==> config.mk <==
export PLATFORM = sky130hd
export DESIGN_NAME = key_debounce_pulser
export DESIGN_NICKNAME = d
export VERILOG_FILES = /design/src/rtl/key_debounce_pulser.sv
export SDC_FILE = /design/constraint.sdc
export NUM_CORES = 1
export LEC_CHECK = 0
export ABC_AREA = 0
export ABC_CLOCK_PERIOD_IN_PS = 8300
export BUFFER_PORTS_ARGS = -buffer_cell sky130_fd_sc_hd__buf_2
export CAP_MARGIN = 20
export CELL_PAD_IN_SITES_DETAIL_PLACEMENT = 1
export CELL_PAD_IN_SITES_GLOBAL_PLACEMENT = 1
export CORE_MARGIN = 2
export CORE_UTILIZATION = 52
export DETAILED_ROUTE_END_ITERATION = 10
export PLACE_DENSITY = 0.83
export SYNTH_ARGS = -nofsm -noshare
export SYNTH_HDL_FRONTEND = slang
export SYNTH_SLANG_ARGS = --single-unit
export TNS_END_PERCENT = 5
==> constraint.sdc <==
create_clock -name clk -period 8.3 [get_ports clk]
set_clock_uncertainty 0.2 [all_clocks]
set_input_delay 0.415 -clock clk [delete_from_list [all_inputs] [get_ports clk]]
set_output_delay 0.415 -clock clk [all_outputs]
set_load 0.005 [all_outputs]
==> src/rtl/key_debounce_pulser.sv <==
// key_debounce_pulser: per-key synchroniser and debounce FSM for active-low pushbuttons,
// producing a clean level plus one-cycle press, release and auto-repeat pulses.
module key_debounce_pulser #(
  parameter int NUM_KEYS        = 2,
  parameter int DEBOUNCE_CYCLES = 500000,
  parameter int REPEAT_DELAY    = 0,
  parameter int REPEAT_PERIOD   = 0
) (
  input  logic                clk,
  input  logic                rst,
  input  logic [NUM_KEYS-1:0] key_n,
  output logic [NUM_KEYS-1:0] key_level,
  output logic [NUM_KEYS-1:0] key_press,
  output logic [NUM_KEYS-1:0] key_release,
  output logic [NUM_KEYS-1:0] key_repeat
);
  localparam int CW   = $clog2(DEBOUNCE_CYCLES + 1);
  localparam int RMAX = (REPEAT_DELAY > REPEAT_PERIOD) ? REPEAT_DELAY : REPEAT_PERIOD;
  localparam int RW   = (RMAX < 1) ? 1 : $clog2(RMAX + 1);
  localparam logic [CW-1:0] CTOP = CW'(DEBOUNCE_CYCLES - 1);
  localparam logic [RW-1:0] RD   = RW'((REPEAT_DELAY > 0) ? REPEAT_DELAY - 1 : 0);
  localparam logic [RW-1:0] RP   = RW'((REPEAT_PERIOD > 0) ? REPEAT_PERIOD - 1 : 0);
  localparam bit REN = REPEAT_DELAY > 0;
  typedef enum logic [1:0] {RELEASED, DB_PRESS, PRESSED, DB_RELEASE} state_t;
  logic [NUM_KEYS-1:0] s1, s2;
  always_ff @(posedge clk or posedge rst)
    if (rst) begin
      s1 <= '0;
      s2 <= '0;
    end else begin
      s1 <= ~key_n;
      s2 <= s1;
    end
  for (genvar k = 0; k < NUM_KEYS; k++) begin : g_key
    state_t st;
    logic [CW-1:0] cnt;
    logic [RW-1:0] rcnt;
    logic rep, level, press, release_p, repeat_p;
    // rep selects the repeat period once the initial delay has elapsed
    always_ff @(posedge clk or posedge rst)
      if (rst) begin
        st        <= RELEASED;
        cnt       <= '0;
        rcnt      <= '0;
        rep       <= 1'b0;
        level     <= 1'b0;
        press     <= 1'b0;
        release_p <= 1'b0;
        repeat_p  <= 1'b0;
      end else begin
        press     <= 1'b0;
        release_p <= 1'b0;
        repeat_p  <= 1'b0;
        case (st)
          RELEASED:
            if (s2[k]) begin
              st  <= DB_PRESS;
              cnt <= '0;
            end
          DB_PRESS:
            if (!s2[k]) st <= RELEASED;
            else if (cnt == CTOP) begin
              st    <= PRESSED;
              rcnt  <= '0;
              rep   <= 1'b0;
              press <= 1'b1;
              level <= 1'b1;
            end else cnt <= cnt + 1'b1;
          PRESSED:
            if (!s2[k]) begin
              st  <= DB_RELEASE;
              cnt <= '0;
            end else if (REN) begin
              if (rcnt == (rep ? RP : RD)) begin
                rcnt     <= '0;
                rep      <= 1'b1;
                repeat_p <= 1'b1;
              end else rcnt <= rcnt + 1'b1;
            end
          default:
            if (s2[k]) begin
              st   <= PRESSED;
              rcnt <= '0;
              rep  <= 1'b0;
            end else if (cnt == CTOP) begin
              st        <= RELEASED;
              release_p <= 1'b1;
              level     <= 1'b0;
            end else cnt <= cnt + 1'b1;
        endcase
      end
    assign key_level[k]   = level;
    assign key_press[k]   = press;
    assign key_release[k] = release_p;
    assign key_repeat[k]  = repeat_p;
  end
endmodule

==> results of run 1 <==
per-stage QoR:
step	std cells	instance area [um^2]
after floorplan	313	2920
after global placement	376	2950
after detailed placement	376	2950
after CTS	383	3040
after global routing	386	3080
final	386	3080
cell families after synthesis:
group	count (synthesis)	synth area share, %
and+or+nand+nor	125	22.7
AOI/OAI and AO/OA	70	15.9
DFF	52	44.6
buffers and inverters	32	5.70
xor gates and xnor gates	21	6.30
adders and majority gates	10	4.29
other	1	0.129
muxes	1	0.386
repair_timing:
| item | 4_1_cts | 5_1_grt |
|---|---|---|
| setup endpoints to repair | 0 | 0 |
| endpoints found under the hold margin | 0 | 15 |
| buffers inserted | 0 | 0 |
| hold buffers | 0 | 1 |
critical path: cells and delay by family (launching register included):
family	cells	cell delay, ns
AO/OA/AOI/OAI	3	1.34
adder cells (fa/ha/maj)	1	0.29
buffers and inverters	1	0.12
flip-flops	1	0.40
AND/OR/NAND/NOR	2	0.71
final timing paths:
| check | from | endpoint | slack (ns) |
|---|---|---|---|
| min reg2reg | s1[1] | s2[1] | 0.16 |
| min | key_n[0] | s1[0] | 0.05 |
| max in group asynchronous | rst | asynchronous set/reset pin | 6.96 |
| max reg2reg | g_key[0].st[0] | g_key[0].cnt[9] | 5.16 |
| max | g_key[0].st[0] | g_key[0].cnt[9] | 5.16 |
| min in group asynchronous | rst | g_key[0].cnt[0] | 0.42 |
sequential cells by signal, summed over array words and instances (netlist names), named ones only:
signal           count
g_key.cnt           38
g_key.level          2
g_key.press          2
g_key.release_p      2
g_key.st             2
s1                   2
s2                   2
final cells by class:
cell class	count	share of cell area, %
multi-input cells	229	47.2
flip-flops and latches	52	42.2
clock buffers	7	3.13
repair buffers	13	2.92
well taps	72	2.92
inverters	13	1.58
cells in the final DEF (no fill, tap or decap), drive strengths merged, types with 3 or more instances in the layout:
cell,Yosys,layout
a21oi,16,16
a21o,3,3
nand2,15,15
dfrtp,52,52
xnor2,5,5
nor2,35,35
nor3b,5,5
nand4,13,13
or4b,3,3
o31ai,5,5
and4,3,3
or2,5,5
ha,10,10
nor3,10,10
inv,13,13
clkbuf,8,7
buf,11,12
nand2b,5,5
o21ai,21,21
o211ai,6,6
a31oi,3,3
or3,6,6
xor2,16,16
nand3,13,13
a211oi,4,4
and3,6,6
routing by layer:
layer / part of all wire, % / up-vias
met5: 0 / -
met4: 0.86 / 0
met3: 1.7 / 7
met2: 52 / 17
met1: 45 / 1151
li1: - / 1117
power by group:
group / switching [mW] / total, mW / internal (mW)
logic: 0.193 / 0.291 / 0.0981
clock network: 0.0809 / 0.155 / 0.0745
registers: 0.0253 / 0.300 / 0.275
==> run summary, run 1 <==
outcome: completed
FF+latch area: 0.00130 mm^2
critical path type: reg -> reg
met1 GRT Util: 26.0%
Post-synth top cells: dfrtp_1, nor2_1, o21ai_0, a21oi_1, xor2_1
Area Overhead vs Synth: 5.57%
global placement routability congestion: 0.860
Die Y: 78.9 um
slowest stage delay, CP: 0.91 ns
post-synthesis cell type count: 48
met3 Usage GRT: 4.20%
CP Launch Type: flop
Final nets: 328
RSZ-0062 raised after global routing: false
Initial Util: 53.3%
vias in the first global route: 2510
CORE AREA: 0.00547 mm^2
Warnings, synthesis: 0
die area: 0.00623 mm^2
via count: 2292
largest cells by area after synthesis: dfrtp_1, xor2_1, nor2_1
FP Rows: 27
Boundary Pins: 12
Critical Path AT: 3.17 ns
asr flop ratio synth: 100%
multi-input logic area: 0.00145 mm^2
power per cell area: 242 mW/mm^2
Crit-path slowest cell: a2111oi_1
Seq/Total Area, Yosys: 44.6%
EDFF count, synth: 0
layout cell share with drive strength beyond 1: 8.92%
synthesized area: 0.00292 mm^2
placed wire-length estimate: 4.55 mm
TritonCTS buffer count: 5
CTS tree: done
crit share post-route: 37.8%
Die W: 78.9 um
first-pass GRT wire length: 11.1 mm
per-cell routed wire length: 16.5 um
most frequent cell after synthesis: dfrtp_1
WHS Path Cells: 2
Static Leakage: 1.33 nW
antenna cells: 0
met2 GRT Util: 40.5%
Filler Cells Inserted: 647
post-synth top area share: 44.6%
Clock Latency Late Sink: 0.30 ns
Critical Path Sink Type: flop
residual DRC count: 0
Final setup viols: 0
Clock transition at path regs: 0.09 ns
Data required, critical path: 8.33 ns
Worst Hold Class: in -> reg
largest net degree at the start of global routing: 53
Starting DRT DRC Count: 65
Worst slew margin: 29.4%
Util after Layout: 56.3%
dpl ws: 4.83 ns
sinks on the clock net: 52
GRT busiest layer: met2
First-pass DRT Iterations: 4
Final Slew Violations: 0
maxcap violations: 0
initial antenna violation count: 0
antenna-violating nets left: 0
Synth area leader: dfrtp_1
root buf cell: clkbuf_8
ys flop type: dfrtp_1
worst vdd ir: 0.136 mV
CTS H-Tree Depth: 2
Final WS setup: 5.16 ns
Period minus WS final: 3.14 ns
Mapped Cells: 312
via density per instance: 5.94
Tot Pwr: 0.746 mW
Max clock buf depth: 2
Resize count post-CTS: 0
r2r worst-path depth: 7
Worst Hold Margin: 0.0462 ns
total gr overflow: 0
setup_tns: 0 ns
IO buf count: 9
total track usage: 22.1%
worst-margin pin slew: 1.06 ns
fmax: 318 MHz
Critical Path Fanout Max: 6
Synth Area per Inst: 9.35 um^2
CP cell instances: inv_1 -> ha_1 -> or2_2 -> a2111oi_1 -> o31ai_2 -> or3_1 -> a21oi_1
final wirelength: 6.36 mm
post-synthesis register bit count: 52
Final Hold Fails: 0
(Power assumes the default switching activity.)
==> run 2, diff against run 1 <==
==> config.mk (replaced) <==
export PLATFORM = sky130hd
export DESIGN_NAME = key_debounce_pulser
export DESIGN_NICKNAME = d
export VERILOG_FILES = /design/src/rtl/key_debounce_pulser.sv
export SDC_FILE = /design/constraint.sdc
export NUM_CORES = 1
export LEC_CHECK = 0
export ABC_AREA = 1
export ABC_CLOCK_PERIOD_IN_PS = 3000
export BUFFER_PORTS_ARGS = -buffer_cell sky130_fd_sc_hd__buf_2
export CAP_MARGIN = 20
export CELL_PAD_IN_SITES_DETAIL_PLACEMENT = 1
export CELL_PAD_IN_SITES_GLOBAL_PLACEMENT = 1
export CORE_MARGIN = 2
export CORE_UTILIZATION = 45
export DETAILED_ROUTE_END_ITERATION = 10
export PLACE_DENSITY = 0.77
export SYNTH_ARGS = -nofsm -noshare
export SYNTH_HDL_FRONTEND = slang
export SYNTH_SLANG_ARGS = --single-unit
export TNS_END_PERCENT = 5
==> constraint.sdc (replaced) <==
create_clock -name clk -period 3 [get_ports clk]
set_clock_uncertainty 0.2 [all_clocks]
set_input_delay 0.15 -clock clk [delete_from_list [all_inputs] [get_ports clk]]
set_output_delay 0.15 -clock clk [all_outputs]
set_load 0.005 [all_outputs]
==> run 2 against run 1 <==
Sequential power grew to 2.8 times the previous value; largest cell class unchanged; setup slack worse by 4.5 ns; maximum frequency is 34% higher; area after synthesis is 18% higher; cell count is 58% higher; total power grew to 2.8 times the previous value; synthesized cell count is 61% higher; critical path type unchanged; die area is 34% higher; via count is 37% higher; non-clock buffer count is 4 higher.
==> run summary, run 2 <==
outcome: completed
ys flop type: dfrtp_1
Data required, critical path: 3.02 ns (-5.31 ns)
RSZ-0062 raised after global routing: false
first-pass GRT wire length: 15.9 mm (+44%)
met2 WL post-DR: 4.07 mm (+22%)
Worst Hold Class: reg -> reg
Critical Path AT: 2.37 ns (-0.80 ns)
Initial Util: 46.9% (-6.4 points)
global placement routability congestion: 0.857 (-0.35%)
dpl ws: 0.668 ns (-4.17 ns)
Boundary Pins: 12 (unchanged)
WHS Endpoint: s2[1]
CP cell instances: inv_1 -> ha_1 -> nor2_1 -> buf_4 -> nand4_1 -> nand2_2 -> inv_1 -> nand2_1 -> nand2_1
IO buf count: 9 (unchanged)
Starting DRT DRC Count: 89 (+37%)
worst r2r src: g_key[1].st[0]
Mapped Cells: 501 (+61%)
Filler Cells Inserted: 972 (+50%)
Final WS setup: 0.651 ns (-4.51 ns)
First-pass DRT Iterations: 4 (unchanged)
Critical Path Sink Type: flop
EDFF count, synth: 0 (unchanged)
maxcap violations: 0 (unchanged)
largest net degree at the start of global routing: 33 (-38%)
initial antenna violation count: 0 (unchanged)
Clock Latency Late Sink: 0.33 ns (+0.03 ns)
r2r worst-path depth: 9 (+2)
layout cell share with drive strength beyond 1: 7.86% (-1.1 points)
Final Slew Violations: 0 (unchanged)
slowest stage delay, CP: 0.48 ns (-0.43 ns)
Worst Hold Margin: 0.175 ns (+0.129 ns)
residual DRC count: 0 (unchanged)
TritonCTS buffer count: 5 (unchanged)
WHS Path Cells: 0 (-2)
worst hold start: s1[1]
synthesized area: 0.00344 mm^2 (+18%)
worst-margin pin slew: 0.546 ns (-0.511 ns)
Static Leakage: 1.62 nW (+22%)
wl on met1: 4.73 mm (+65%)
critical path type: reg -> reg
antenna-violating nets left: 0 (unchanged)
Area Overhead vs Synth: 5.78%
Final setup viols: 0 (unchanged)
post-synthesis cell type count: 28 (-42%)
root buf cell: clkbuf_8
Synth area leader: dfrtp_1
Final Hold Fails: 0 (unchanged)
most frequent cell after synthesis: nand2_1
fmax: 426 MHz (+34%)
FP Rows: 31 (+15%)
Worst R2R Setup Slack: 0.65 ns (-4.51 ns)
DR WL met3: 202 um (+91%)
# Post-CTS Setup Buffers: 0 (unchanged)
power per cell area: 582 mW/mm^2 (+140%)
Post-synth top cells: nand2_1, nor2_1, dfrtp_1, inv_1, nand3_1
via density per instance: 5.18 (-13%)
crit share post-route: 78.3% (+40 points)
Biggest register: g_key.cnt
Max clock buf depth: 2 (unchanged)
die area: 0.00836 mm^2 (+34%)
largest cells by area after synthesis: dfrtp_1, nand2_1, nand3_1
Tot Pwr: 2.12 mW (+180%)
Resize count post-CTS: 0 (unchanged)
CORE AREA: 0.00733 mm^2 (+34%)
Crit-path slowest cell: dfrtp_1
Warnings, synthesis: 0 (unchanged)
CTS tree: done
sinks on the clock net: 52 (unchanged)
commonest non-fill, non-tap cell in the layout: nand2_1
vias in the first global route: 3330 (+33%)
post-synth top area share: 37.8% (-6.8 points)
per-cell routed wire length: 14.9 um (-9.7%)
worst vdd ir: 0.279 mV (+100%)
setup_tns: 0 ns (unchanged)
CTS H-Tree Depth: 2 (unchanged)
max FFs per register: 38 (unchanged)
most frequent cells in the layout: nand2_1, nor2_1, nand3_1, dfrtp_1, inv_1
Worst slew margin: 63.5% (+34 points)
worst reg2reg endpoint: g_key[1].cnt[7]
DR top layer: met4
final wirelength: 9.05 mm (+42%)
placed wire-length estimate: 7.00 mm (+54%)
antenna cells: 0 (unchanged)
total track usage: 23.6% (+1.5 points)
total gr overflow: 0 (unchanged)
post-synthesis register bit count: 52 (unchanged)
asr flop ratio synth: 100% (unchanged)
Die W: 91.4 um (+16%)
CP Launch Type: flop
Synth Area per Inst: 6.87 um^2 (-27%)
Final nets: 522 (+59%)
via count: 3149 (+37%)
Period minus WS final: 2.35 ns (-0.792 ns)
Clock transition at path regs: 0.10 ns (about the same)
Seq/Total Area, Yosys: 37.8% (-6.8 points)
Die Y: 91.4 um (+16%)
Critical Path Fanout Max: 32 (+26)
run 2: changes by cell type in the layout (fill, tap and decap cells not counted), moves of 4 or more:
cell / before / now
o21ai_1: 0 / 17
nor2_1: 35 / 63
nand2b_1: 5 / 0
inv_1: 12 / 51
a21oi_1: 16 / 2
nor3_1: 10 / 1
xor2_1: 16 / 11
or3_1: 6 / 0
o211ai_1: 6 / 0
and3_1: 6 / 0
nand3_1: 13 / 52
nor3_2: 0 / 4
nand2_1: 15 / 158
nor2_2: 0 / 4
run 2: per-layer routing:
metal | global-route usage, % | vias up
met1 | 34.1 | 1525
li1 | - | 1593
met5 | 0 | -
met3 | 2.99 | 6
met2 | 38.1 | 25
met4 | 4.55 | 0
run 2: worst max-delay path by stage:
stage,startpoint,endpoint,slack [ns],depth (start not counted)
6_report,g_key[1].st[0],g_key[1].cnt[7],0.65,9
5_1_grt,g_key[1].st[0],g_key[1].cnt[7],0.40,9
4_1_cts,g_key[1].st[0],g_key[1].cnt[7],0.64,9
3_5_place_dp,g_key[1].st[0],g_key[1].cnt[7],0.67,9
3_3_place_gp,g_key[1].st[0],g_key[1].cnt[5],0.84,9
2_1_floorplan,g_key[1].st[0],g_key[1].cnt[3],1.27,6
run 2: area by class of cell:
type                            count  area (um^2)  share of cell area, %
Tap cell                           99          124                   3.40
Inverter                           56          210                   5.78
Clock inverter                      2         16.3                  0.447
Clock buffer                        6         72.6                   1.99
Multi-Input combinational cell    376         1800                   49.5
Timing Repair Buffer               17          113                   3.09
Sequential cell                    52         1300                   35.8
run 2: worst max-delay path, delay by kind of cell (launching register included):
family | cells | cell delay, ns
and+or+nand+nor | 5 | 0.85
buffers and inverters | 3 | 0.48
DFF | 1 | 0.48
adders and majority gates | 1 | 0.25
run 2: through the flow:
step           area, um^2  util (%)  instances
2_1_floorplan        3440         -        502
3_3_place_gp         3520      48.0        597
3_5_place_dp         3520      48.0        597
4_1_cts              3640      49.6        608
5_1_grt              3640      49.6        608
6_report             3640      49.6        608
run 2: repair_timing:
action | 4_1_cts | 5_1_grt
setup endpoints to repair | 0 | 0
hold endpoints to repair | 25 | 0
hold buffers | 3 | 0
run 2: logic make-up (layout without fill, tap and decap cells):
group / count (synthesis) / in the layout / synth area share, %
buf+inv: 74 / 81 / 9.89
compound gates: 38 / 38 / 5.53
flops: 52 / 52 / 37.8
xor+xnor: 14 / 14 / 3.57
other cells: 1 / 2 / 0.109
simple gates: 312 / 312 / 39.4
fa+ha+maj: 10 / 10 / 3.64
run 2: report_power, final:
part           total, mW  switching [mW]  internal, mW
registers          0.852          0.0937         0.758
clock network      0.431           0.264         0.167
logic              0.835           0.607         0.228
